`src/rtl/load_store_unit_pkg.sv`:
```
// Shared types and constants for the load/store unit: state encoding,
// func3 codes, default ROB width and the IO region selector.
package load_store_unit_pkg;

  localparam int unsigned LSU_ROB_W = 4;
  localparam logic [1:0]  LSU_IO_HI = 2'b11;

  localparam logic [2:0] F3_LB  = 3'b000;
  localparam logic [2:0] F3_LH  = 3'b001;
  localparam logic [2:0] F3_LW  = 3'b010;
  localparam logic [2:0] F3_LBU = 3'b100;
  localparam logic [2:0] F3_LHU = 3'b101;
  localparam logic [2:0] F3_SB  = 3'b000;
  localparam logic [2:0] F3_SH  = 3'b001;
  localparam logic [2:0] F3_SW  = 3'b010;

  typedef enum logic [1:0] {
    ST_IDLE  = 2'd0,
    ST_LOAD  = 2'd1,
    ST_STORE = 2'd2
  } lsu_state_e;

  // Access size in bytes from func3[1:0]: byte, half, word.
  function automatic logic [2:0] lsu_byte_count(input logic [2:0] op);
    case (op[1:0])
      2'b00:   return 3'd1;
      2'b01:   return 3'd2;
      default: return 3'd4;
    endcase
  endfunction

endpackage

```
`src/rtl/load_store_unit_if.sv`:
```
// Memory-issue, RAM port and CDB signals of the load/store unit.
// Handshake: a request is offered whenever dest != 0; it is taken only when
// the unit is idle and not flushing, which it confirms with a one-cycle recv.
interface load_store_unit_if
  import load_store_unit_pkg::*;
#(
  parameter int unsigned ROB_W = LSU_ROB_W
) ();
  logic             flush_input;
  logic             typ;
  logic [2:0]       op;
  logic [31:0]      rs1;
  logic [31:0]      rs2;
  logic [11:0]      offset;
  logic [ROB_W-1:0] dest;
  logic             io_buffer_full;
  logic [7:0]       mem_din;
  logic [31:0]      mem_a;
  logic [7:0]       mem_dout;
  logic             mem_wr;
  logic [ROB_W-1:0] rob_id;
  logic [31:0]      value;
  logic             recv;
  lsu_state_e       dbg_state;

  modport slave (
    input  flush_input, typ, op, rs1, rs2, offset, dest, io_buffer_full, mem_din,
    output mem_a, mem_dout, mem_wr, rob_id, value, recv, dbg_state
  );

  modport master (
    output flush_input, typ, op, rs1, rs2, offset, dest, io_buffer_full, mem_din,
    input  mem_a, mem_dout, mem_wr, rob_id, value, recv, dbg_state
  );
endinterface

```
`src/rtl/load_store_unit_load_extend.sv`:
```
// Load result extension: sign- or zero-extends the assembled little-endian
// bytes to 32 bits according to func3.
module lsu_load_extend
  import load_store_unit_pkg::*;
(
  input  logic [2:0]  op_i,
  input  logic [31:0] raw_i,
  output logic [31:0] value_o
);
  logic fill;

  always_comb begin
    fill    = 1'b0;
    value_o = raw_i;
    case (op_i[1:0])
      2'b00: begin
        fill    = ~op_i[2] & raw_i[7];
        value_o = {{24{fill}}, raw_i[7:0]};
      end
      2'b01: begin
        fill    = ~op_i[2] & raw_i[15];
        value_o = {{16{fill}}, raw_i[15:0]};
      end
      default: value_o = raw_i;
    endcase
  end
endmodule

```
`src/rtl/load_store_unit.sv`:
```
// Byte-serial load/store unit: takes one request from the memory reservation
// station, runs it on the 8-bit RAM port and reports on the MEM CDB lane.
module load_store_unit
  import load_store_unit_pkg::*;
#(
  parameter int unsigned ROB_W = LSU_ROB_W,
  parameter logic [1:0]  IO_HI = LSU_IO_HI
) (
  input logic              clk_in,
  input logic              rst_in,
  load_store_unit_if.slave lsu
);
  lsu_state_e       state_q, state_d;
  // LOAD: index of the coming edge since accept. STORE: next byte to write.
  logic [2:0]       cnt_q, cnt_d;
  logic [2:0]       op_q, op_d;
  logic [ROB_W-1:0] dest_q, dest_d;
  logic [31:0]      rs2_q, rs2_d;
  logic [31:0]      addr_q, addr_d;
  logic [31:0]      buf_q, buf_d;
  logic             flushed_q, flushed_d;
  logic [31:0]      mem_a_q, mem_a_d;
  logic [7:0]       mem_dout_q, mem_dout_d;
  logic             mem_wr_q, mem_wr_d;
  logic [ROB_W-1:0] rob_id_q, rob_id_d;
  logic [31:0]      value_q, value_d;
  logic             recv_q, recv_d;

  logic [2:0]  n_bytes;
  logic [31:0] acc_addr;
  logic [31:0] cur_addr;
  logic [31:0] raw;
  logic [31:0] ext_value;
  logic [7:0]  st_byte;
  logic        io_stall;

  lsu_load_extend u_ext (
    .op_i    (op_q),
    .raw_i   (raw),
    .value_o (ext_value)
  );

  always_comb begin
    n_bytes  = lsu_byte_count(op_q);
    acc_addr = lsu.rs1 + {{20{lsu.offset[11]}}, lsu.offset};
    cur_addr = addr_q + {29'd0, cnt_q};
    io_stall = (addr_q[17:16] == IO_HI) && lsu.io_buffer_full;
    // The last byte of a load is used straight from mem_din on the final edge.
    raw = buf_q;
    case (op_q[1:0])
      2'b00:   raw[7:0]   = lsu.mem_din;
      2'b01:   raw[15:8]  = lsu.mem_din;
      default: raw[31:24] = lsu.mem_din;
    endcase
    case (cnt_q[1:0])
      2'd0:    st_byte = rs2_q[7:0];
      2'd1:    st_byte = rs2_q[15:8];
      2'd2:    st_byte = rs2_q[23:16];
      default: st_byte = rs2_q[31:24];
    endcase
  end

  always_comb begin
    state_d    = state_q;
    cnt_d      = cnt_q;
    op_d       = op_q;
    dest_d     = dest_q;
    rs2_d      = rs2_q;
    addr_d     = addr_q;
    buf_d      = buf_q;
    flushed_d  = flushed_q;
    mem_a_d    = mem_a_q;
    mem_dout_d = mem_dout_q;
    mem_wr_d   = 1'b0;
    rob_id_d   = '0;
    value_d    = '0;
    recv_d     = 1'b0;

    case (state_q)
      ST_IDLE: begin
        if ((lsu.dest != '0) && !lsu.flush_input) begin
          op_d      = lsu.op;
          dest_d    = lsu.dest;
          rs2_d     = lsu.rs2;
          addr_d    = acc_addr;
          buf_d     = '0;
          flushed_d = 1'b0;
          recv_d    = 1'b1;
          mem_a_d   = acc_addr;
          if (lsu.typ) begin
            state_d = ST_STORE;
            if ((acc_addr[17:16] == IO_HI) && lsu.io_buffer_full) begin
              cnt_d = 3'd0;
            end else begin
              mem_dout_d = lsu.rs2[7:0];
              mem_wr_d   = 1'b1;
              cnt_d      = 3'd1;
            end
          end else begin
            state_d = ST_LOAD;
            cnt_d   = 3'd1;
          end
        end
      end

      ST_LOAD: begin
        if (lsu.flush_input) begin
          state_d = ST_IDLE;
          mem_a_d = '0;
        end else begin
          cnt_d = cnt_q + 3'd1;
          if (cnt_q < n_bytes) mem_a_d = cur_addr;
          case (cnt_q)
            3'd2:    buf_d[7:0]   = lsu.mem_din;
            3'd3:    buf_d[15:8]  = lsu.mem_din;
            3'd4:    buf_d[23:16] = lsu.mem_din;
            3'd5:    buf_d[31:24] = lsu.mem_din;
            default: ;
          endcase
          if (cnt_q == n_bytes + 3'd1) begin
            state_d  = ST_IDLE;
            mem_a_d  = '0;
            rob_id_d = dest_q;
            value_d  = ext_value;
          end
        end
      end

      ST_STORE: begin
        // A flushed store still finishes its bytes; only the CDB report is dropped.
        if (lsu.flush_input) flushed_d = 1'b1;
        if (cnt_q < n_bytes) begin
          mem_a_d = cur_addr;
          if (!io_stall) begin
            mem_dout_d = st_byte;
            mem_wr_d   = 1'b1;
            cnt_d      = cnt_q + 3'd1;
          end
        end else begin
          state_d    = ST_IDLE;
          mem_a_d    = '0;
          mem_dout_d = '0;
          if (!(flushed_q || lsu.flush_input)) rob_id_d = dest_q;
        end
      end

      default: state_d = ST_IDLE;
    endcase
  end

  always_ff @(posedge clk_in or posedge rst_in) begin
    if (rst_in) begin
      state_q    <= ST_IDLE;
      cnt_q      <= '0;
      op_q       <= '0;
      dest_q     <= '0;
      rs2_q      <= '0;
      addr_q     <= '0;
      buf_q      <= '0;
      flushed_q  <= 1'b0;
      mem_a_q    <= '0;
      mem_dout_q <= '0;
      mem_wr_q   <= 1'b0;
      rob_id_q   <= '0;
      value_q    <= '0;
      recv_q     <= 1'b0;
    end else begin
      state_q    <= state_d;
      cnt_q      <= cnt_d;
      op_q       <= op_d;
      dest_q     <= dest_d;
      rs2_q      <= rs2_d;
      addr_q     <= addr_d;
      buf_q      <= buf_d;
      flushed_q  <= flushed_d;
      mem_a_q    <= mem_a_d;
      mem_dout_q <= mem_dout_d;
      mem_wr_q   <= mem_wr_d;
      rob_id_q   <= rob_id_d;
      value_q    <= value_d;
      recv_q     <= recv_d;
    end
  end

  assign lsu.mem_a     = mem_a_q;
  assign lsu.mem_dout  = mem_dout_q;
  assign lsu.mem_wr    = mem_wr_q;
  assign lsu.rob_id    = rob_id_q;
  assign lsu.value     = value_q;
  assign lsu.recv      = recv_q;
  assign lsu.dbg_state = state_q;

endmodule

```
`src/flat_wrapper.sv`:
```
// flat-port wrapper written by rule: the top's interface ports become plain ports
module load_store_unit_flat import load_store_unit_pkg::*;
#(
  parameter int unsigned ROB_W = LSU_ROB_W,
  parameter logic [1:0]  IO_HI = LSU_IO_HI
)
  (clk_in, rst_in, lsu_flush_input, lsu_typ, lsu_op, lsu_rs1, lsu_rs2, lsu_offset, lsu_dest, lsu_io_buffer_full, lsu_mem_din, lsu_mem_a, lsu_mem_dout, lsu_mem_wr, lsu_rob_id, lsu_value, lsu_recv, lsu_dbg_state);
  load_store_unit_if #(.ROB_W(ROB_W)) lsu_i ();
  input logic clk_in;
  input logic rst_in;
  input wire logic [$bits(lsu_i.flush_input)-1:0] lsu_flush_input;
  input wire logic [$bits(lsu_i.typ)-1:0] lsu_typ;
  input wire logic [$bits(lsu_i.op)-1:0] lsu_op;
  input wire logic [$bits(lsu_i.rs1)-1:0] lsu_rs1;
  input wire logic [$bits(lsu_i.rs2)-1:0] lsu_rs2;
  input wire logic [$bits(lsu_i.offset)-1:0] lsu_offset;
  input wire logic [$bits(lsu_i.dest)-1:0] lsu_dest;
  input wire logic [$bits(lsu_i.io_buffer_full)-1:0] lsu_io_buffer_full;
  input wire logic [$bits(lsu_i.mem_din)-1:0] lsu_mem_din;
  output wire logic [$bits(lsu_i.mem_a)-1:0] lsu_mem_a;
  output wire logic [$bits(lsu_i.mem_dout)-1:0] lsu_mem_dout;
  output wire logic [$bits(lsu_i.mem_wr)-1:0] lsu_mem_wr;
  output wire logic [$bits(lsu_i.rob_id)-1:0] lsu_rob_id;
  output wire logic [$bits(lsu_i.value)-1:0] lsu_value;
  output wire logic [$bits(lsu_i.recv)-1:0] lsu_recv;
  output wire logic [$bits(lsu_i.dbg_state)-1:0] lsu_dbg_state;
  assign lsu_i.flush_input = lsu_flush_input;
  assign lsu_i.typ = lsu_typ;
  assign lsu_i.op = lsu_op;
  assign lsu_i.rs1 = lsu_rs1;
  assign lsu_i.rs2 = lsu_rs2;
  assign lsu_i.offset = lsu_offset;
  assign lsu_i.dest = lsu_dest;
  assign lsu_i.io_buffer_full = lsu_io_buffer_full;
  assign lsu_i.mem_din = lsu_mem_din;
  assign lsu_mem_a = lsu_i.mem_a;
  assign lsu_mem_dout = lsu_i.mem_dout;
  assign lsu_mem_wr = lsu_i.mem_wr;
  assign lsu_rob_id = lsu_i.rob_id;
  assign lsu_value = lsu_i.value;
  assign lsu_recv = lsu_i.recv;
  assign lsu_dbg_state = lsu_i.dbg_state;
  load_store_unit #(.ROB_W(ROB_W), .IO_HI(IO_HI)) u_core (.clk_in(clk_in), .rst_in(rst_in), .lsu(lsu_i));
endmodule
```
`config.mk`:
```
export PLATFORM = sky130hd
export DESIGN_NAME = load_store_unit_flat
export DESIGN_NICKNAME = d
export VERILOG_FILES = /design/src/rtl/load_store_unit_pkg.sv /design/src/rtl/load_store_unit_if.sv /design/src/rtl/load_store_unit_load_extend.sv /design/src/rtl/load_store_unit.sv /design/src/flat_wrapper.sv
export SDC_FILE = /design/constraint.sdc
export NUM_CORES = 1
export LEC_CHECK = 0
export BUFFER_PORTS_ARGS = -buffer_cell sky130_fd_sc_hd__clkbuf_2
export CAP_MARGIN = 10
export CORE_MARGIN = 2
export CORE_UTILIZATION = 57
export DETAILED_ROUTE_END_ITERATION = 10
export GPL_ROUTABILITY_DRIVEN = 0
export PLACE_DENSITY = 0.81
export SYNTH_ARGS = -nofsm -noshare
export SYNTH_HDL_FRONTEND = slang
export SYNTH_SLANG_ARGS = --single-unit
```
`constraint.sdc`:
```
create_clock -name clk_in -period 6.2 [get_ports clk_in]
set_input_delay 0.31 -clock clk_in [delete_from_list [all_inputs] [get_ports clk_in]]
set_output_delay 0.31 -clock clk_in [all_outputs]
set_load 0.01 [all_outputs]
```
---- Yosys cells after proc, flatten, opt, wreduce, memory -nomap -nowiden ----
Index checks and enable logic that the tools add are counted.
storage, ports and cells
  word-level logic and storage cells ...... 125
  bits in latches ......................... 0
  memory bits (writable) .................. 0
  bits of input ports ..................... 96
  memories ................................ 0
  bits in registers ....................... 179
  ROM bits ................................ 0
cells by class
  multiply operators ...................... 0
  div/mod/pow operators ................... 0
  equal/unequal tests ..................... 25
  bitwise operators ....................... 3
  shift operators ......................... 0
  reduce and logical (&&, ||, !) cells .... 21
  $lt $le $gt $ge ......................... 1
  mux-type cells .......................... 55
  add/sub/neg operators ................... 4
operators by type and width
  operator                                                               count
  32-bit 2-to-1 mux                                                      8
  32-bit case mux with 3 select lines                                    1
  8-bit 2-to-1 mux                                                       10
  32-bit case mux with 2 select lines                                    1
  24-bit 2-to-1 mux                                                      2
  24-bit case mux with 2 select lines                                    1
  32-bit by 3-bit adder with 32-bit output                               1
  32-bit adder                                                           1
  8-bit case mux with 3 select lines                                     1
  2-bit != test, second input constant                                   9
  4-bit 2-to-1 mux                                                       4
  8-bit case mux with 2 select lines                                     1
  3-bit 2-to-1 mux                                                       4
  4-bit AND reduction                                                    3
  1-bit 2-to-1 mux                                                       11
  2-bit 2-to-1 mux                                                       5
  5-bit AND reduction                                                    2
  3-bit case mux with 3 select lines                                     1
  3-bit AND reduction                                                    3
  2-bit equality test, second input constant                             4
  4-bit case mux with 2 select lines                                     1
  3-bit by 1-bit adder with 3-bit output, second input constant          2
  2-bit by 1-bit equality test with 1-bit output, second input constant  3
  3-bit by 2-bit equality test with 1-bit output, second input constant  2
  20 further kinds                                                       28

---- Depth between registers and ports, before layout ----
Gate-level depths: netlist (run 1).
  word-level depth ........................ 7
  mapped depth ............................ 17

---- Modules after synthesis ----
Synthesis (run 1) repeated with hierarchy kept, for this count alone.
unflattened totals
  cells, all modules ...................... 1178
  area total of the unflattened synthesis .. 10620.2 um^2
modules (own cells, without submodules)
  module           instances  sequential area each (um^2)  cells each  area each (um^2)
  load_store_unit  1          4679.5                       1111        10264.8
  lsu_load_extend  1          0.0                          67          355.3

---- Worst setup path after synthesis (run 1) ----
Ideal clock, no wire load.
  path kind ............................... flip-flop to flip-flop
  start ................................... register u_core.op_q[1]
  end ..................................... register u_core.mem_a_q[30], in the netlist u_core.lsu.mem_a[30]
  clock period less this slack ............ 3.434 ns
  data arrival time ....................... 3.350 ns
  library setup time ...................... 0.084 ns
  setup slack ............................. 2.766 ns
  cell stages (with the launch flop) ...... 16
  path through ............................ dfrtp_1 nor2b_1 clkbuf_1 clkinv_1 ha_1 clkbuf_1 clkbuf_1 inv_1 ha_1 o21ai_1 nand3b_1 nand2b_1 buf_2 nand2_1 or4_1 a41oi_2
between the ends
  word-level cells in the longest chain between the ends .. 7
  elaborated cells on any way between the ends .. 12
ends and longest elaborated chain
  item                                                                               line                       RTL
  from (decl)                                                                        load_store_unit.sv:16      logic [2:0] op_q, op_d;
  from (signal assigned)                                                             load_store_unit.sv:170     op_q <= op_d;
  2-bit by 1-bit equality test with 1-bit output or 2-bit zero test (tied branches)  load_store_unit_pkg.sv:25  case (op[1:0])
  3-bit case mux with 2 select lines *                                               load_store_unit_pkg.sv:25
  3-bit by 1-bit adder with 3-bit output                                             load_store_unit.sv:120     if (cnt_q == n_bytes + 3'd1) begin
  3-bit equality test                                                                load_store_unit.sv:120
  32-bit 2-to-1 mux                                                                  load_store_unit.sv:120
  32-bit 2-to-1 mux                                                                  load_store_unit.sv:107     if (lsu.flush_input) begin
  32-bit case mux with 3 select lines                                                load_store_unit.sv:79      case (state_q)
  to (signal assigned)                                                               load_store_unit.sv:176     mem_a_q <= mem_a_d;
  to (decl)                                                                          load_store_unit.sv:22      logic [31:0] mem_a_q, mem_a_d;
Mark *: on every way between the ends. The rest lies on a longest branch, timed or not.
A chain may end at the register's enable or synchronous reset.

---- Worst setup path in the final report (run 1) ----
Ends and elaborated chain as after synthesis.

==> results of run 1 <==
-- metal layers --
metal	GRT usage, %	vias to the layer above
met2	43.7	323
met3	4.62	43
met5	0	-
met1	37.8	4168
li1	-	4207
met4	8.62	0
-- synth_stat cells (14+ instances only) --
master	n	area (um^2)
sky130_fd_sc_hd__nand4_1	14	87.6
sky130_fd_sc_hd__nor2_1	47	176
sky130_fd_sc_hd__inv_1	34	128
sky130_fd_sc_hd__xnor2_1	31	272
sky130_fd_sc_hd__a21oi_1	66	330
sky130_fd_sc_hd__a31oi_1	18	113
sky130_fd_sc_hd__o21a_1	20	150
sky130_fd_sc_hd__nand3_1	32	160
sky130_fd_sc_hd__dfrtp_1	179	4480
sky130_fd_sc_hd__o221ai_1	14	123
sky130_fd_sc_hd__and3_1	21	131
sky130_fd_sc_hd__o21ai_0	67	335
sky130_fd_sc_hd__a21o_1	15	113
sky130_fd_sc_hd__xor2_1	27	236
sky130_fd_sc_hd__ha_1	47	588
sky130_fd_sc_hd__nor3_1	15	75.1
sky130_fd_sc_hd__clkbuf_1	53	199
sky130_fd_sc_hd__nand2_1	272	1020
-- path summary, 6_finish.rpt --
check | end | slack (ns) | depth (start not counted)
min in group clk_in | u_core.rs2_q[14]$_DFFE_PP0P_ | 0.06 | 3
min reg2reg | u_core.rs2_q[8]$_DFFE_PP0P_ | 0.48 | 2
max in group asynchronous | u_core.lsu.value[10]$_DFF_PP0_ | 4.78 | 3
max reg2reg | u_core.lsu.mem_a[30]$_DFFE_PP0P_ | 1.51 | 11
max | u_core.lsu.mem_a[30]$_DFFE_PP0P_ | 1.51 | 11
min | u_core.lsu.mem_a[4]$_DFFE_PP0P_ | 0.06 | 2
-- cell type report --
cell class	instances	area share, %
clock buffer	22	4.02
clock inverter	10	1.08
inverter	36	1.21
multi-input combinational	847	44.5
sequential	179	38.8
tap	225	2.44
timing repair buffer	181	7.97
-- worst register-to-register path, stage by stage (launching register included) --
cell and delay (ns):
sky130_fd_sc_hd__dfrtp_1 0.42, sky130_fd_sc_hd__nor2b_1 0.45, sky130_fd_sc_hd__clkinv_1 0.40, sky130_fd_sc_hd__ha_1 0.65, sky130_fd_sc_hd__inv_1 0.16, sky130_fd_sc_hd__ha_1 0.24
sky130_fd_sc_hd__o21ai_1 0.12, sky130_fd_sc_hd__nand3b_1 0.35, sky130_fd_sc_hd__nand2b_1 0.44, sky130_fd_sc_hd__nand2_1 0.52, sky130_fd_sc_hd__or4_1 0.68, sky130_fd_sc_hd__a41oi_2 0.18
-- cell families (layout without fill, tap and decap cells) --
logic type | count (synthesis) | in the layout | share of synthesized area (%)
mux | 13 | 13 | 1.42
simple gates | 449 | 449 | 20.0
fa+ha+maj | 49 | 49 | 6.30
buf+inv | 94 | 249 | 3.58
compound gates | 278 | 278 | 18.7
flops | 179 | 179 | 45.0
xor+xnor | 58 | 58 | 5.10
-- state kept, by name (all words and copies together) (netlist names) --
signal / flops
u_core.lsu.mem_wr: 1
u_core.buf_q: 24
u_core.lsu.rob_id: 4
u_core.op_q: 3
u_core.lsu.recv: 1
u_core.lsu.value: 32
u_core.rs2_q: 32
u_core.cnt_q: 3
u_core.lsu.dbg_state: 2
u_core.addr_q: 32
u_core.lsu.mem_dout: 8
u_core.dest_q: 4
u_core.lsu.mem_a: 32
u_core.flushed_q: 1
-- metrics by stage --
step	area [um^2]	total power, W
floorplan	9960	0.00358
detailed placement	11000	0.00428
finish	11600	0.00536
global placement	11000	0.00418
CTS	11500	0.00536
global route	11600	0.00574
-- where the power goes --
part,leakage (nW),switching [W],internal (W)
clock,0.274,0.000452,0.000618
combinational,3.03,0.00144,0.000846
sequential,2.29,0.000368,0.00164
total,5.60,0.00226,0.00310
==> impl_results.md, run 1 <==
* Setup Slack @ Placement at between 1.5 and 2 ns
* Actual transition at the worst max-transition pin at 1.02 ns
* WP data required at about 6.6 ns
* Final max-slew violation count at 0
* Startpoint type of the worst setup path: register
* Horizontal die dimension at around 140 um
* Flip-flop and latch count after synthesis at around 180
* Maximum single-stage delay on the critical path at approximately 0.68 ns
* Crit path time final at approximately 4.7 ns
* GRT Total Usage at 27.2%
* Vias per inst at 5.83
* Static Leakage at 5.60 nW
* Synth cell types at 70
* Setup repair after global routing missed its margin: false
* Cts-stage hold buffer count at 0
* Data arrival time of the critical path at just over 5 ns
* Setup total negative slack at 0 ns
* Critical Path Sink Type: register
* Via count at approximately 8700
* Initial antenna violation count at 0
* Initial cell density of the core at between 50% and 60%
* Async set or reset register ratio after synthesis at between 90% and 100%
* Post-Synthesis Net Count at approximately 1300
* Clock sinks at roughly 180
* Worst path bufs/invs at 2
* Via count of the first global-routing pass at roughly 8000
* Outcome: finished, final reports clean
* Overflow left after global routing at 0
* Origin of the critical flop-to-flop path: u_core.op_q[1]$_DFFE_PP0P_
* Synthesis-to-finish area growth at 15.9%
* Chip height at 136 um
* Layout cells sized above 1 at roughly 18%
* Fmax at approximately 210 MHz
* Seq/Total Area, Yosys at 45.0%
* Setup slack after layout at between 1.5 and 2 ns
* Worst setup skew after layout at around 0.0095 ns
* Post-CTS Setup Bufs at 0
* Area of the die at 0.0186 mm^2
* Crit path cell chain: nor2b_1 > clkinv_1 > ha_1 > inv_1 > ha_1 > o21ai_1 > nand3b_1 > nand2b_1 > nand2_1 > or4_1 > a41oi_2
* Mean routed wirelength per cell at roughly 16 um
* Wl on met1 at roughly 11 mm
* Hold Path Class: in -> async
* Syn Std Cell Area at between 0.009 and 0.01 mm^2
* Uppermost metal layer occupied by signal nets: met4
* Gate count of the mapped netlist at 1120
* Leading cell type in the layout, fill and taps excluded: sky130_fd_sc_hd__nand2_1
* Total number of yosys warnings at 0
* Syn avg cell area at between 8 and 9 um^2
* Filler Cells Inserted at roughly 1500
* Share of the clock period used by the worst path at between 70% and 80%
* Clock tree from TritonCTS: done
* Detailed Place HPWL at ~18 mm
* Maximum buffer depth of the clock tree at 2
* Master of the slowest instance on the critical path: sky130_fd_sc_hd__or4_1
* Crit path kind: reg -> reg
* Total number of nets in the final design at approximately 1400
* Deepest level of the CTS H-tree at 4
* Number of buffers created by CTS at 17
* Standard-cell rows at 48
* Met3 routed wirelength at 1.64 mm
* Most used flip-flop cell after synthesis: sky130_fd_sc_hd__dfrtp_1
* P per Cell Area at around 460 mW/mm^2
* Post-route DRC at 0
* Launch point of the worst path: u_core.op_q[1]$_DFFE_PP0P_
* Footprint of the multi-input gates at around 0.0051 mm^2
* Post-route ant nets at 0
* Number of top-level pins at roughly 180
* Violation count after the first detailed-routing iteration at around 670
* Clock transition at the registers of the reported paths at 0.07 ns
* Worst Path Max Fanout at 28
* Commonest non-fill, non-tap cells in the layout: sky130_fd_sc_hd__nand2_1 (271), sky130_fd_sc_hd__dfrtp_1 (179), sky130_fd_sc_hd__clkbuf_2 (175), sky130_fd_sc_hd__o21ai_0 (67), sky130_fd_sc_hd__a21oi_1 (65)
* Hold slack at roughly 0.056 ns
* Relative slew margins at between 30% and 40%
* Routed WL at 24.5 mm
* Count of placed standard cells including taps at 1467
* Count of non-filler cells in the finished layout at 1500
* Count of buffers from port buffering at about 180
* Cell mode on critical path: sky130_fd_sc_hd__ha_1
* Wire length of the first global-routing pass at between 30 and 40 mm
* Total met2 wirelength after detailed routing at about 12 mm
* Post-synth EDFFs at 0
* Utilization after layout at between 60% and 70%
* Largest voltage drop on the vdd net at around 0.00021 V
* Cell at the root of the clock tree: sky130_fd_sc_hd__clkbuf_16
* Number of inserted diodes at 0
* Final hold violation count at 0
* Core ar. at 0.0172 mm^2
* Maximum number of pins on one net before global-route repair at approximately 110
* Critical path's top delay family: simple AND/OR/NAND/NOR gates
* Final setup violating endpoints at 0
* DR pass1 iterations at 6
* Post-cts resize count at 0
* Sequential cell area at 0.00448 mm^2
* Total of max-cap violations at 0
* Latest clock arrival within the worst-skew pair at about 0.44 ns
Note: power is estimated with default switching activity, not from simulation.
==> run 2, diff against run 1 <==
- ABC_AREA: not set -> 1
- CORE_UTILIZATION: 57 -> 52
- PLACE_DENSITY: 0.81 -> 0.77
- clock period: 6.2 -> 4.3 ns (I/O delays scaled with it)
==> run 2 against run 1 <==
Sequential power is 46% higher. Global-route usage is 0.59 points higher. Register-to-register slack worse by 1.0 ns. Worst setup slack worse by 1.0 ns. Clock skew is 0.00059 ns higher. Wire length is 20% higher. Critical path type unchanged. Via count is 19% higher. Combinational power is 52% higher. Critical path depth is 6 higher. Final cell count is 28% higher.
==> impl_results.md, run 2 <==
* Outcome: finished, final reports clean
* Setup Slack @ Placement at 0.609 ns (-1.02 ns)
* Critical Path Sink Type: register
* Synth top area cells: sky130_fd_sc_hd__dfrtp_1 (42%), sky130_fd_sc_hd__nand2_1 (16%), sky130_fd_sc_hd__nor2_1 (5.6%)
* DR pass1 iterations at 5 (-1)
* Async set or reset register ratio after synthesis at 100% (unchanged)
* Final hold violation count at 0 (unchanged)
* Commonest non-fill, non-tap cells in the layout: sky130_fd_sc_hd__nand2_1 (444), sky130_fd_sc_hd__dfrtp_1 (179), sky130_fd_sc_hd__clkbuf_2 (175), sky130_fd_sc_hd__nor2_1 (160), sky130_fd_sc_hd__inv_1 (143)
* Data arrival time of the critical path at 4.16 ns (-0.89 ns)
* Final setup violating endpoints at 0 (unchanged)
* Actual transition at the worst max-transition pin at 1.10 ns (+0.0853 ns)
* Hold Path Class: in -> reg
* Top cells by count, synth: sky130_fd_sc_hd__nand2_1 (444), sky130_fd_sc_hd__dfrtp_1 (179), sky130_fd_sc_hd__nor2_1 (160)
* Via count at 10400 (+19%)
* Worst setup slack for register-to-register paths at 0.49 ns (-1.01 ns)
* Number of top-level pins at 176 (unchanged)
* Clock sinks at 179 (unchanged)
* P per Cell Area at 630 mW/mm^2 (+36%)
* Startpoint type of the worst setup path: register
* Cell at the root of the clock tree: sky130_fd_sc_hd__clkbuf_16
* Clock tree from TritonCTS: done
* Layout cells sized above 1 at 15.5% (-2.5 points)
* Worst reg-to-reg path cell count at 17 (+6)
* Overflow left after global routing at 0 (unchanged)
* Most instantiated library cell after synthesis: sky130_fd_sc_hd__nand2_1
* Final max-slew violation count at 0 (unchanged)
* Horizontal die dimension at 147 um (+8.1%)
* Total number of nets in the final design at 1786 (+27%)
* Synth cell types at 45 (-36%)
* Clock transition at the registers of the reported paths at 0.06 ns (about the same)
* Via count of the first global-routing pass at 9894 (+23%)
* Flip-flop and latch count after synthesis at 179 (unchanged)
* Post-CTS Setup Bufs at 0 (unchanged)
* Setup slack after layout at 0.494 ns (-1.01 ns)
* WP data required at 4.66 ns (-1.90 ns)
* Launch point of the worst path: u_core.op_q[0]$_DFFE_PP0P_
* GRT Total Usage at 27.8% (+0.59 points)
* Chip height at 147 um (+8.1%)
* CP endpoint: u_core.lsu.mem_a[21]$_DFFE_PP0P_
* Seq/Total Area, Yosys at 42.0% (-2.9 points)
* Core ar. at 0.0202 mm^2 (+17%)
* Worst setup skew after layout at 0.0101 ns (+0.000591 ns)
* Latest clock arrival within the worst-skew pair at 0.43 ns (about the same)
* Worst Path Max Fanout at 19 (-32%)
* Standard-cell rows at 52 (+8.3%)
* Syn avg cell area at 7.26 um^2 (-18%)
* Synth area leader: sky130_fd_sc_hd__dfrtp_1
* Crit path time final at 3.81 ns (-0.886 ns)
* Mean routed wirelength per cell at 15.3 um (-6.5%)
* Gate count of the mapped netlist at 1468 (+31%)
* Violation count after the first detailed-routing iteration at 873 (+31%)
* Most used flip-flop cell after synthesis: sky130_fd_sc_hd__dfrtp_1
* Syn Std Cell Area at 0.0107 mm^2 (+7.0%)
* Setup repair after global routing missed its margin: false
* Post-synth EDFFs at 0 (unchanged)
* Deepest level of the CTS H-tree at 4 (unchanged)
* Largest voltage drop on the vdd net at 0.000369 V (+78%)
* Origin of the critical flop-to-flop path: u_core.op_q[0]$_DFFE_PP0P_
* Number of inserted diodes at 0 (unchanged)
* Total number of yosys warnings at 0 (unchanged)
* Worst reg2reg path endpoint: u_core.lsu.mem_a[21]$_DFFE_PP0P_
* Post-Synthesis Net Count at 1613 (+28%)
* Area of the die at 0.0217 mm^2 (+17%)
* Routed WL at 29.3 mm (+20%)
* Crit path kind: reg -> reg
* Vias per inst at 5.41 (-7.2%)
* Static Leakage at 6.46 nW (+15%)
* Wire length of the first global-routing pass at 48.5 mm (+22%)
* Count of buffers from port buffering at 175 (unchanged)
* Fmax at 263 MHz (+23%)
* Number of buffers created by CTS at 17 (unchanged)
* Maximum number of pins on one net before global-route repair at 180 (+59%)
* Post-route ant nets at 0 (unchanged)
* Setup total negative slack at 0 ns (unchanged)
* Maximum buffer depth of the clock tree at 2 (unchanged)
* Relative slew margins at 26.3% (-5.8 points)
* Total of max-cap violations at 0 (unchanged)
* Leading cell type in the layout, fill and taps excluded: sky130_fd_sc_hd__nand2_1
* Detailed Place HPWL at 21.7 mm (+23%)
* Post-route DRC at 0 (unchanged)
* Fraction of synthesized cell area taken by the top area cell type at 42.0% (-2.9 points)
* Share of the clock period used by the worst path at 88.5% (+13 points)
* Synthesis-to-finish area growth at 16.6%
* Initial antenna violation count at 0 (unchanged)
* Initial cell density of the core at 52.9% (-5.2 points)
==> run 2: cell count changes in the layout (fill, tap and decap cells not counted), moves of 13 or more <==
| cell | delta |
|---|---|
| sky130_fd_sc_hd__a21o_1 | -13 |
| sky130_fd_sc_hd__a21oi_1 | +25 |
| sky130_fd_sc_hd__and3_1 | -20 |
| sky130_fd_sc_hd__inv_1 | +110 |
| sky130_fd_sc_hd__nand2_1 | +173 |
| sky130_fd_sc_hd__nand3_1 | +56 |
| sky130_fd_sc_hd__nor2_1 | +113 |
| sky130_fd_sc_hd__o21a_1 | -17 |
| sky130_fd_sc_hd__o21ai_0 | +49 |
| sky130_fd_sc_hd__o221ai_1 | -14 |
| sky130_fd_sc_hd__xnor2_1 | -26 |
| sky130_fd_sc_hd__xor2_1 | -13 |
==> run 2: cells by family (layout without fill, tap and decap cells) <==
| group | Yosys count | after routing | synth area share [%] |
|---|---|---|---|
| buffers and inverters | 194 | 377 | 7.08 |
| AND/OR/NAND/NOR | 766 | 766 | 30.4 |
| XOR/XNOR | 19 | 19 | 1.56 |
| AO/OA/AOI/OAI | 261 | 261 | 13.1 |
| flip-flops | 179 | 179 | 42.0 |
| adder cells (fa/ha/maj) | 49 | 49 | 5.89 |
==> run 2: per-stage QoR <==
stage                     cell area (um^2)  power (W)  utilization [%]  cells  hold slack [ns]
final                                12400    0.00782             61.6   1921          0.00348
after CTS                            12400    0.00782             61.6   1921          0.00154
after detailed placement             11800    0.00637             58.4   1880            0.434
after global placement               11800    0.00627             58.4   1880            0.428
after global routing                 12400    0.00846             61.6   1921          0.00237
after floorplan                      10700    0.00526                -   1468            0.332
==> run 2: routing by layer <==
layer  share of wire (%)  GRT usage [%]  vias up
met4                 3.0           10.1        0
met3                 7.0           4.44       73
met2                  47           45.9      443
met5                   0              0        -
li1                    -              -     5118
met1                  43           37.1     4750
==> run 2: cell type report <==
class	instances	area, um^2
flip-flops and latches	179	4480
clock inverters	10	78.8
clock buffers	19	453
repair buffers	192	1060
fillers	1828	7740
multi-input cells	1095	5430
well taps	270	338
inverters	156	589
==> run 2: what timing repair did <==
item	in CTS	in global routing
resized for setup	0	0
hold buffers	12	0
endpoints found under the hold margin	12	0
==> run 2: report_power, final <==
part,internal [W],switching [W]
registers,0.00238,0.000538
clock network,0.000764,0.000653
logic,0.00114,0.00235
==> run 2: worst min path at each step <==
stage	from	endpoint	slack (ns)	cells after the start
global route	lsu_rs2[24]	u_core.rs2_q[24]$_DFFE_PP0P_	0.002	3
floorplan	lsu_rs2[0]	u_core.rs2_q[0]$_DFFE_PP0P_	0.33	2
finish	lsu_rs2[11]	u_core.rs2_q[11]$_DFFE_PP0P_	0.003	3
detailed placement	lsu_rs2[25]	u_core.rs2_q[25]$_DFFE_PP0P_	0.43	3
CTS	lsu_rs2[27]	u_core.rs2_q[27]$_DFFE_PP0P_	0.002	3
global placement	lsu_rs2[26]	u_core.rs2_q[26]$_DFFE_PP0P_	0.43	3
==> run 2: critical path, stage by stage (launching register included) <==
cell and delay (ns):
sky130_fd_sc_hd__dfrtp_1 0.40, sky130_fd_sc_hd__inv_1 0.08, sky130_fd_sc_hd__nor2_1 0.09, sky130_fd_sc_hd__inv_1 0.35, sky130_fd_sc_hd__ha_1 0.59, sky130_fd_sc_hd__inv_1 0.35
sky130_fd_sc_hd__ha_1 0.39, sky130_fd_sc_hd__a21oi_1 0.14, sky130_fd_sc_hd__nand2_1 0.13, sky130_fd_sc_hd__inv_2 0.10, sky130_fd_sc_hd__nand2_2 0.12, sky130_fd_sc_hd__nand2_1 0.17
sky130_fd_sc_hd__nand2_2 0.08, sky130_fd_sc_hd__inv_2 0.32, sky130_fd_sc_hd__nand2_1 0.10, sky130_fd_sc_hd__o21ai_1 0.14, sky130_fd_sc_hd__inv_1 0.05, sky130_fd_sc_hd__a21oi_1 0.14
==> run 3, diff against run 2 <==
- ABC_AREA: 1 -> 0
- CORE_UTILIZATION: 52 -> 51
- SLEW_MARGIN: not set -> 20
==> run 3 against run 2 <==
Register-to-register slack barely moved. Wire length fell by 12%. Power rose by 0.91%. Critical path depth fell by 5. Sequential cell count did not move. Sequential power fell by 2%. Final cell count fell by 18%. Maximum frequency barely moved.
==> impl_results.md, run 3 (synthesized netlist as in run 1, its figures left out) <==
* Share of the clock period used by the worst path at 88.5% (about the same)
* Met2 usage in global routing at 40.9% (-5.1 points)
* Worst setup slack for register-to-register paths at 0.49 ns (about the same)
* Post-route DRC at 0 (unchanged)
* Startpoint type of the worst setup path: register
* Core ar. at 0.0193 mm^2 (-4.1%)
* Setup Slack @ Placement at 0.593 ns (-0.0161 ns)
* Worst setup skew after layout at 0.0101 ns (+0.0000413 ns)
* Post-route ant nets at 0 (unchanged)
* Maximum number of pins on one net before global-route repair at 138 (-23%)
* Mean routed wirelength per cell at 16.3 um (+6.7%)
* Hold slack at 0.00730 ns (+0.00382 ns)
* Outcome: finished, final reports clean
* Number of buffers created by CTS at 17 (unchanged)
* Setup total negative slack at 0 ns (unchanged)
* Post-CTS Setup Bufs at 0 (unchanged)
* DR pass1 iterations at 5 (unchanged)
* Via count at 8776 (-15%)
* Chip height at 144 um (-2.3%)
* Worst Path Max Fanout at 18 (-1)
* Global-route layer with the greatest usage: met2
* Violation count after the first detailed-routing iteration at 613 (-30%)
* Wire length of the first global-routing pass at 41.0 mm (-16%)
* Commonest non-fill, non-tap cells in the layout: sky130_fd_sc_hd__nand2_1 (271), sky130_fd_sc_hd__dfrtp_1 (179), sky130_fd_sc_hd__clkbuf_2 (175), sky130_fd_sc_hd__o21ai_0 (67), sky130_fd_sc_hd__a21oi_1 (65)
* Number of top-level pins at 176 (unchanged)
* Vias per inst at 5.56 (+2.8%)
* Fmax at 263 MHz (about the same)
* Final max-slew violation count at 0 (unchanged)
* Maximum buffer depth of the clock tree at 2 (unchanged)
* Initial cell density of the core at 51.5% (-1.3 points)
* Cell mode on critical path: sky130_fd_sc_hd__nor2b_1
* Crit path time final at 3.81 ns (+0.000145 ns)
* Setup slack after layout at 0.494 ns (-0.000145 ns)
* Cell at the root of the clock tree: sky130_fd_sc_hd__clkbuf_16
* Count of buffers from port buffering at 175 (unchanged)
* Crit path cell chain: nor2b_1 > clkinv_1 > ha_1 > or3b_1 > a21oi_1 > nor2b_1 > nand2b_1 > nand2_1 > buf_4 > nor2_1 > a22o_1 > a31o_1
* Maximum single-stage delay on the critical path at 0.44 ns (-0.15 ns)
* Actual transition at the worst max-transition pin at 0.930 ns (-0.174 ns)
* Relative slew margins at 38.0% (+12 points)
* Layout cells sized above 1 at 17.9% (+2.4 points)
* GR Layer Usage met1 at 34.7% (-2.5 points)
* GRT Total Usage at 25.2% (-2.6 points)
* Overflow left after global routing at 0 (unchanged)
* Data arrival time of the critical path at 4.13 ns (-0.03 ns)
* Clock transition at the registers of the reported paths at 0.07 ns (about the same)
* Hold Path Class: in -> reg
* Standard-cell rows at 51 (-1.9%)
* Sum of internal, switching and leakage power at 0.00789 W (+0.91%)
* Via count of the first global-routing pass at 8288 (-16%)
* Detailed Place HPWL at 17.9 mm (-17%)
* Count of non-filler cells in the finished layout at 1579 (-18%)
* Master of the slowest instance on the critical path: sky130_fd_sc_hd__nor2b_1
* Met3 usage in global routing at 4.50% (+0.058 points)
* Area of the die at 0.0207 mm^2 (-4.6%)
* Latest clock arrival within the worst-skew pair at 0.44 ns (about the same)
* Count of placed standard cells including taps at 1512 (-20%)
* Number of inserted diodes at 0 (unchanged)
* Deepest level of the CTS H-tree at 4 (unchanged)
* Routed WL at 25.7 mm (-12%)
* Total number of nets in the final design at 1446 (-19%)
* Setup repair after global routing missed its margin: false
* Synthesis-to-finish area growth at 20.7%
* Horizontal die dimension at 144 um (-2.3%)
* Clock tree from TritonCTS: done
* Clock sinks at 179 (unchanged)
* Final setup violating endpoints at 0 (unchanged)
* P per Cell Area at 657 mW/mm^2 (+4.3%)
* WP data required at 4.63 ns (-0.03 ns)
* Static Leakage at 5.80 nW (-10%)
* Final hold violation count at 0 (unchanged)
* Critical Path Sink Type: register
* Total of max-cap violations at 0 (unchanged)
* Leading cell type in the layout, fill and taps excluded: sky130_fd_sc_hd__nand2_1
* Crit path kind: reg -> reg
* Largest voltage drop on the vdd net at 0.000373 V (+1.2%)
* Initial antenna violation count at 0 (unchanged)
==> run 3: cell types whose count changed in the layout (fill, tap and decap cells not counted), sizes merged, moves of 14 or more <==
cell,change
a21oi,-25
and3,+20
dlygate4sd3,+23
inv,-115
nand2,-184
nand3,-58
nor2,-121
o21a,+17
o21ai,-45
o221ai,+14
xnor2,+26
==> run 3: path summary, 6_finish.rpt <==
kind                                               from                                to  cells past startpoint
setup / recovery             u_core.op_q[1]$_DFFE_PP0P_  u_core.lsu.mem_a[26]$_DFFE_PP0P_                     12
hold / removal                              lsu_dest[1]      u_core.dest_q[1]$_DFFE_PP0P_                      3
max in group asynchronous                        rst_in      u_core.rs2_q[26]$_DFFE_PP0P_                      4
hold reg to reg            u_core.dest_q[1]$_DFFE_PP0P_      u_core.dest_q[1]$_DFFE_PP0P_                      2
setup reg to reg             u_core.op_q[1]$_DFFE_PP0P_  u_core.lsu.mem_a[26]$_DFFE_PP0P_                     12
min in group asynchronous                        rst_in    u_core.lsu.value[18]$_DFF_PP0_                      3
==> run 3: timing repair <==
item | 4_1_cts | 5_1_grt
endpoints found under the hold margin | 76 | 0
resized for setup | 0 | 0
hold buffers | 35 | 0
==> run 3: area by class of cell <==
| type | instances | area (um^2) |
|---|---|---|
| clock buffer | 18 | 429 |
| clock inverter | 14 | 188 |
| fill | 1674 | 7310 |
| inverter | 36 | 139 |
| multi-input combinational | 847 | 5140 |
| sequential | 179 | 4480 |
| tap | 265 | 332 |
| timing repair buffer | 220 | 1310 |
==> run 3: metal layers <==
metal / vias up / share of wire (%)
met4: 0 / 1.3
met2: 305 / 47
met3: 25 / 5.6
met1: 4151 / 46
met5: - / 0
li1: 4295 / -
==> run 3: power breakdown <==
group	internal (W)	leakage [nW]	switching [W]
Combinational	0.00126	3.20	0.00213
Clock	0.000934	0.305	0.000693
Sequential	0.00236	2.29	0.000514
Total	0.00456	5.80	0.00334
==> run 3: worst max-delay path: cells and delay by family (launching register included) <==
family                     cells  cell delay, ns
buffers and inverters          2            0.66
AOI/OAI and AO/OA              3            0.64
DFF                            1            0.42
adders and majority gates      1            0.40
and+or+nand+nor                6            1.56
==> run 3: per-stage QoR <==
step           cell area, um^2  utilization [%]
5_1_grt                  12000             62.2
2_1_floorplan             9970                -
4_1_cts                  12000             62.2
3_5_place_dp             11100             57.2
3_3_place_gp             11100             57.2
6_report                 12000             62.2
